<file path="src/rtl/homomorphic_multiply_core_pkg.sv">
// homomorphic_multiply_core_pkg: shared default parameters and coefficient type
package homomorphic_multiply_core_pkg;
  localparam int DEF_PLAINTEXT_MODULUS  = 64;
  localparam int DEF_PLAINTEXT_WIDTH    = 6;
  localparam int DEF_CIPHERTEXT_MODULUS = 1024;
  localparam int DEF_CIPHERTEXT_WIDTH   = 10;
  localparam int DEF_DIMENSION          = 1;
  localparam int DEF_BIG_N              = 30;
  typedef logic [DEF_CIPHERTEXT_WIDTH-1:0] coeff_t;
endpackage

</file>
<file path="src/rtl/homomorphic_multiply_core_mod_mult.sv">
// mod_mult: W x W multiply reduced mod 2^W
module mod_mult #(
  parameter int W = 10
) (
  input  logic [W-1:0] a,
  input  logic [W-1:0] b,
  output logic [W-1:0] p
);
  // A W-bit result context keeps exactly the low half of the full 2W-bit product
  assign p = a * b;
endmodule

</file>
<file path="src/rtl/homomorphic_multiply_core.sv">
// homomorphic_multiply_core: streaming polynomial product of two ciphertexts mod 2^W
module homomorphic_multiply_core
  import homomorphic_multiply_core_pkg::*;
#(
  parameter int PLAINTEXT_MODULUS  = DEF_PLAINTEXT_MODULUS,
  parameter int PLAINTEXT_WIDTH    = DEF_PLAINTEXT_WIDTH,
  parameter int CIPHERTEXT_MODULUS = DEF_CIPHERTEXT_MODULUS,
  parameter int CIPHERTEXT_WIDTH   = DEF_CIPHERTEXT_WIDTH,
  parameter int DIMENSION          = DEF_DIMENSION,
  parameter int BIG_N              = DEF_BIG_N
) (
  input  logic                               clk,
  input  logic                               rst_n,
  input  logic signed [CIPHERTEXT_WIDTH-1:0] ciphertext_entry,
  input  logic        [DIMENSION:0]          row,
  input  logic                               ciphertext_select,
  input  logic                               en,
  output logic        [CIPHERTEXT_WIDTH-1:0] result_partial
);
  localparam int W = CIPHERTEXT_WIDTH;
  localparam int D = DIMENSION;
  if (CIPHERTEXT_MODULUS != (1 << CIPHERTEXT_WIDTH) || PLAINTEXT_MODULUS != (1 << PLAINTEXT_WIDTH) || BIG_N < 0) begin : g_bad_params
    $error("homomorphic_multiply_core: inconsistent moduli/widths");
  end
  logic [W-1:0] a_q [D+1];
  logic [W-1:0] a_d [D+1];
  logic [W-1:0] b_q [D+1];
  logic [W-1:0] b_d [D+1];
  logic [W-1:0] acc_q [2*D+1];
  logic [W-1:0] acc_d [2*D+1];
  logic [W-1:0] res_q, res_d;
  logic [W-1:0] prod [D+1];
  logic [W-1:0] entry;
  int r;
  assign entry = ciphertext_entry;
  assign r = int'(row);
  assign result_partial = res_q;
  // Each stored a_i is multiplied by the incoming b_j so the row completes in one cycle
  for (genvar i = 0; i <= D; i++) begin : g_mult
    mod_mult #(.W(W)) u_mult (.a(a_q[i]), .b(entry), .p(prod[i]));
  end
  always_comb begin
    a_d = a_q;
    b_d = b_q;
    acc_d = acc_q;
    res_d = res_q;
    if (en) begin
      if (!ciphertext_select && r <= D) begin
        a_d[r] = entry;
        if (r == 0)
          for (int k = 0; k <= 2*D; k++) acc_d[k] = '0;
      end else if (ciphertext_select && r <= D) begin
        b_d[r] = entry;
        res_d = acc_q[r] + prod[0];
        for (int i = 1; i <= D; i++) acc_d[i+r] = acc_q[i+r] + prod[i];
      end else begin
        res_d = (!ciphertext_select && r <= 2*D) ? acc_q[r] : '0;
      end
    end
  end
  always_ff @(posedge clk or posedge rst_n) begin
    if (rst_n) begin
      a_q <= '{default: '0};
      b_q <= '{default: '0};
      acc_q <= '{default: '0};
      res_q <= '0;
    end else begin
      a_q <= a_d;
      b_q <= b_d;
      acc_q <= acc_d;
      res_q <= res_d;
    end
  end
endmodule

</file>
<file path="config.mk">
export PLATFORM = sky130hd
export DESIGN_NAME = homomorphic_multiply_core
export DESIGN_NICKNAME = d
export VERILOG_FILES = /design/src/rtl/homomorphic_multiply_core_pkg.sv /design/src/rtl/homomorphic_multiply_core_mod_mult.sv /design/src/rtl/homomorphic_multiply_core.sv
export SDC_FILE = /design/constraint.sdc
export NUM_CORES = 1
export LEC_CHECK = 0
export BUFFER_PORTS_ARGS = -buffer_cell sky130_fd_sc_hd__buf_2
export CORE_ASPECT_RATIO = 1.1
export CORE_UTILIZATION = 40
export DETAILED_ROUTE_END_ITERATION = 12
export PLACE_DENSITY_LB_ADDON = 0.15
export SLEW_MARGIN = 20
export SYNTH_ARGS = -nofsm -noshare
export SYNTH_HDL_FRONTEND = slang
export SYNTH_SLANG_ARGS = --single-unit
</file>
<file path="constraint.sdc">
create_clock -name clk -period 7.29 [get_ports clk]
set_clock_uncertainty 0.2 [all_clocks]
set_input_delay 0 -clock clk [delete_from_list [all_inputs] [get_ports clk]]
set_output_delay 0 -clock clk [all_outputs]
set_load 0.1 [all_outputs]
</file>
======== Yosys cells after proc, flatten, opt, wreduce, memory -nomap -nowiden ========
Index checks and enable logic that the tools add are counted.
storage, ports and cells
  input bits .............................. 16
  logic and storage cells ................. 50
  output and inout port bits .............. 10
  flip-flop bits (word level) ............. 60
cells by class
  equality and inequality tests ........... 1
  muxes and demuxes ....................... 17
  bitwise operators ....................... 3
  add/sub/neg operators ................... 3
  multipliers ............................. 2
  reduce and logical (&&, ||, !) cells .... 11
  magnitude comparators ................... 7
operators by type and width
  operator             count
  $mux 30              3
  $mux 10              8
  $ge 32x3->1 const B  2
  $lt 32x1->1 const B  2
  $bmux 10 s2          2
  $ge 32x2->1 const B  1
  $logic_not 32->1     1
  $not 2->32           1
  $not 3->32           1
  $bwmux 30            1
  $add 10x10->10       2
  $bwmux 20            1
  $demux 10 s2         1
  $mul 10x10->10       2
  $demux 10 s1         1
  $logic_and 1x1->1    5
  $reduce_and 2->1     2
  $add 1x2->3 const A  1
  $reduce_and 3->1     1
  $le 2x1->1 const B   1
  $le 2x2->1 const B   1
  $ne 2x1->1 const B   1
  $reduce_bool 2->1    1
  $logic_not 1->1      1
  $not 1->1            1

======== Logic depth before layout (Yosys ltp) ========
  word-level depth ........................ 9
  mapped depth ............................ 21
  depth with buffers taken out ............ 19

======== Hierarchy ========
From an unflattened synthesis, not the netlist that was laid out.
unflattened totals
  cell total of the unflattened synthesis .. 727
  area, all modules ....................... 6,611.3 µm²
by module, submodules not included
  module                        sequential area each (µm²)  area an instance (µm²)  cells an instance  instances
  homomorphic_multiply_core     1,501.4                     3,736.1                 387                1
  mod_mult at g_mult[1].u_mult  0.0                         1,451.4                 170                1
  mod_mult at g_mult[0].u_mult  0.0                         1,423.9                 170                1

======== Worst setup path before layout ========
Ideal clock, no wire load.
  kind .................................... input-to-reg
  start ................................... input port ciphertext_entry[2]
  end ..................................... register acc_q[19] in the netlist's numbering
  data required time ...................... 6.964 ns
  setup slack ............................. 2.580 ns
  stages .................................. 17
  path buffers ............................ 2
  library setup time ...................... 0.126 ns
  arrival ................................. 4.384 ns
  cell sequence ........................... clkbuf_1 > clkbuf_1 > nand2_1 > fa_1 > inv_1 > fa_1 > fa_1 > fa_1 > inv_1 > fa_1 > xnor2_1 > xnor2_1 > xnor2_1 > xnor3_1 > xnor2_1 > xnor2_1 > o21ai_1
on the way
  longest elaborated chain between the ends .. 5
RTL lines
  item                    RTL line                                  text
  start: declaration      homomorphic_multiply_core.sv:14           input logic signed [CIPHERTEXT_WIDTH-1:0] ciphertext_entry,
  $mul 10x10->10          homomorphic_multiply_core_mod_mult.sv:10  assign p = a * b;
  $add 10x10->10          homomorphic_multiply_core.sv:55           for (int i = 1; i <= D; i++) acc_d[i+r] = acc_q[i+r] + prod[i];
  $bwmux 30               homomorphic_multiply_core.sv:55
  $mux 30                 homomorphic_multiply_core.sv:52           end else if (ciphertext_select && r <= D) begin
  $mux 30                 homomorphic_multiply_core.sv:48           if (!ciphertext_select && r <= D) begin
  end signal: assignment  homomorphic_multiply_core.sv:65           acc_q <= '{default: '0};
  end signal: assignment  homomorphic_multiply_core.sv:70           acc_q <= acc_d;
  end: declaration        homomorphic_multiply_core.sv:29           logic [W-1:0] acc_q [2*D+1];
No other way between the ends. The select of a mux whose other input is x is not followed.
A chain may end at the register's enable or synchronous reset.

======== Final worst setup path ========
  start ................................... register a_q[4] in the netlist's numbering
  end ..................................... register acc_q[19] in the netlist's numbering
on the way
  longest elaborated chain between the ends .. 5
RTL lines
  item                      RTL line                                  text
  start: declaration        homomorphic_multiply_core.sv:25           logic [W-1:0] a_q [D+1];
  start signal: assignment  homomorphic_multiply_core.sv:63           a_q <= '{default: '0};
  start signal: assignment  homomorphic_multiply_core.sv:68           a_q <= a_d;
  $mul 10x10->10            homomorphic_multiply_core_mod_mult.sv:10
  $add 10x10->10            homomorphic_multiply_core.sv:55
  $bwmux 30                 homomorphic_multiply_core.sv:55
  $mux 30                   homomorphic_multiply_core.sv:52
  $mux 30                   homomorphic_multiply_core.sv:48
No other way between the ends. The select of a mux whose other input is x is not followed.

==> results.sh <==
export IMPL_drc=0
export IMPL_syn_cell_area_um2=6320
export IMPL_syn2layout_area_growth_pct=9.93
export IMPL_clock_fmax_mhz=200
export IMPL_die_w_um=122
export IMPL_fin_crit_sh_pct=68.7
export IMPL_initial_core_util_pct=41.5
export IMPL_ys_seq_area_share_pct=23.7
export IMPL_synth_xor_xnor_area_share_pct=6.92
export IMPL_hp_class="in2reg"
export IMPL_wl_um=15400
export IMPL_drtAntennaViolNets=0
export IMPL_min_period_ns=5.01
export IMPL_via_count=4656
export IMPL_fin_nets=838
export IMPL_slew_headroom_pct=22.8
export IMPL_antenna_found_initial=0
export IMPL_tns_ns=0
export IMPL_dieArea_um2=16300
export IMPL_report_final_slew_viol_count=0
export IMPL_clock_sinks=60
export IMPL_syn_mean_instance_area_um2=9.23
export IMPL_start_kind="flip-flop"
export IMPL_worstSkewPairLatency_ns=0.35
export IMPL_ys_warn_count=0
export IMPL_root_buffer="clkbuf_16"
export IMPL_placedInstanceArea_um2=6560
export IMPL_cp_required_ns=7.31
export IMPL_grt_usage_pct=20.5
export IMPL_rsz0062_at_grt="false"
export IMPL_h_tree_depth=3
export IMPL_grt_first_pass_wirelength_um=25000
export IMPL_grt_pass1_vias=4797
export IMPL_place_gp_congestion=0.844
export IMPL_powerDensity_nw_per_um2=504
export IMPL_crit_fanout=7
export IMPL_core_um2=15200
export IMPL_whs_ns=0.0211
export IMPL_arrival_ns=5.03
export IMPL_ios=26
export IMPL_via_per_inst=5.17
export IMPL_cts_buffers=9
export IMPL_grt_max_degree=61
export IMPL_multi_input_area_um2=4270
export IMPL_fp_dieH_um=134
export IMPL_fill_cells=1465
export IMPL_synth_seq_cells=60
export IMPL_yosysUniqueCellTypes=43
export IMPL_port_buffer_count=25
export IMPL_final_hold_viol_count=0
export IMPL_finalSetupViolations=0
export IMPL_synthAdderAreaFrac_pct=31.3
export IMPL_status="finished, final reports clean"
export IMPL_wire_per_inst_um=17.1
export IMPL_hpwl_um=11700
export IMPL_tightest_slew_ns=1.16
export IMPL_ir_worst_vdd_uv=183
export IMPL_worst_slack_ns=2.28
export IMPL_post_cts_setup_buffers=0
export IMPL_cap_violations=0
export IMPL_drive_above_1_share_pct=9.50
export IMPL_ff_latch_area_um2=1500
export IMPL_reg2reg_slack_ns=2.28
export IMPL_synth_top_family_by_area="adder cells"
export IMPL_worst_setup_path_end_kind="flip-flop"
export IMPL_synth_compound_area_share_pct=9.85
export IMPL_drt_iter0_drc=277
export IMPL_diodes=0
export IMPL_tritoncts="done"
export IMPL_clock_path_buffers=2
export IMPL_final_core_util_pct=45.7
export IMPL_p_leak_uw=0.00344
export IMPL_final_area_um2=6950
export IMPL_syn_instance_count=685
export IMPL_num_rows=47
export IMPL_first_pass_iters=4
export IMPL_muxShareOfSynthArea_pct=6.73
export IMPL_overflow=0
export IMPL_synth_nets=823
export IMPL_clkTransAtPathRegs_ns=0.06
export IMPL_worst_setup_path_type="reg2reg"
export IMPL_yosys_area_share_simple_pct=12.8
export IMPL_pre_cts_ws_ns=2.14
==> final cells by class <==
class | instances | area share, %
repair buffers | 35 | 3.20
well taps | 196 | 3.53
flip-flops and latches | 60 | 21.6
multi-input cells | 484 | 61.4
inverters | 110 | 5.94
clock inverters | 7 | 1.08
clock buffers | 9 | 3.24
==> state kept, by name, indices dropped and copies added (netlist names) <==
name            cells
a_q                20
acc_q              30
result_partial     10
==> per-layer routing <==
| layer | part of all wire (%) | GRT usage [%] |
|---|---|---|
| met5 | 0 | 0 |
| met4 | 2.7 | 8.30 |
| met3 | 3.1 | 3.57 |
| met2 | 51 | 34.9 |
| met1 | 43 | 25.4 |
==> critical path, stage by stage (launching register included) <==
cell,delay [ns]
dfrtp_1,0.52
nand2_1,0.13
fa_1,0.54
fa_1,0.45
fa_1,0.54
inv_1,0.05
fa_1,0.49
inv_1,0.06
fa_1,0.44
xnor2_1,0.19
xnor2_1,0.16
xnor2_1,0.14
xnor3_1,0.42
xnor2_1,0.26
xnor2_1,0.20
o21ai_1,0.09
==> cells in the final DEF, fill, tap and decap left out, drive strengths merged, types with 24 or more instances in the layout <==
| cell type | n |
|---|---|
| nand2 | 110 |
| fa | 60 |
| inv | 111 |
| buf | 26 |
| and2 | 36 |
| xnor2 | 38 |
| a22o | 24 |
| o21ai | 30 |
| dfrtp | 60 |
| ha | 62 |
==> stage by stage <==
step	total power [uW]	instances
finish	3510	901
CTS	3580	901
global route	3870	901
floorplan	2560	685
global placement	3080	876
detailed placement	3100	876
==> cells in the mapped netlist <==
| master | n | area [um^2] |
|---|---|---|
| buf_4 | 2 | 15.0 |
| nor2_2 | 1 | 6.26 |
| nand3_1 | 3 | 15.0 |
| and2_1 | 35 | 219 |
| a211o_1 | 1 | 8.76 |
| a21oi_1 | 22 | 110 |
| inv_1 | 110 | 413 |
| xnor2_1 | 37 | 324 |
| nand3b_1 | 2 | 15.0 |
| a22oi_1 | 3 | 22.5 |
| or3_1 | 1 | 6.26 |
| xnor3_1 | 2 | 45.0 |
| dfrtp_1 | 60 | 1500 |
| xnor2_2 | 1 | 16.3 |
| nand2_1 | 108 | 405 |
| o22ai_1 | 1 | 6.26 |
| a22o_1 | 24 | 210 |
| o22a_1 | 1 | 8.76 |
| buf_1 | 2 | 7.51 |
| o21ai_1 | 7 | 35.0 |
| mux2_2 | 20 | 225 |
| and3_1 | 2 | 12.5 |
| nand2b_1 | 1 | 6.26 |
| nor3_1 | 2 | 10.0 |
| fa_1 | 60 | 1200 |
| o311ai_0 | 1 | 8.76 |
| o221ai_1 | 1 | 8.76 |
| buf_2 | 7 | 35.0 |
| nand2_2 | 2 | 12.5 |
| o31ai_1 | 2 | 15.0 |
| o21bai_1 | 1 | 7.51 |
| clkbuf_1 | 19 | 71.3 |
| xor2_1 | 6 | 52.6 |
| buf_6 | 1 | 11.3 |
| nor2_1 | 18 | 67.6 |
| a31oi_1 | 1 | 6.26 |
| mux2i_1 | 20 | 200 |
| ha_1 | 62 | 776 |
| nor2b_1 | 4 | 25.0 |
| and2_0 | 1 | 6.26 |
| o21a_1 | 4 | 30.0 |
| o21ai_0 | 23 | 115 |
| a21o_1 | 4 | 30.0 |
==> path summary, 6_finish.rpt <==
check	from	endpoint	cells after the start
max reg2reg	a_q[4]	acc_q[19]	15
min in group asynchronous	rst_n	a_q[16]	4
min reg2reg	result_partial[6]	result_partial[6]	2
max in group asynchronous	rst_n	result_partial[0]	4
max	a_q[4]	acc_q[19]	15
min	ciphertext_entry[3]	a_q[13]	2
==> cell families after synthesis <==
group                      Yosys count
and+or+nand+nor                    180
buffers and inverters              141
adders and majority gates          122
AOI/OAI and AO/OA                   96
DFF                                 60
xor gates and xnor gates            46
muxes                               40
==> power by group <==
group | internal [uW] | switching (uW)
combinational | 1090 | 1410
sequential | 445 | 120
clock | 266 | 174
total | 1800 | 1700
==> timing repair <==
item | CTS | global route
gates resized for setup | 0 | 0
hold buffers | 9 | 0
hold endpoints to repair | 75 | 0
(Power assumes the default switching activity.)
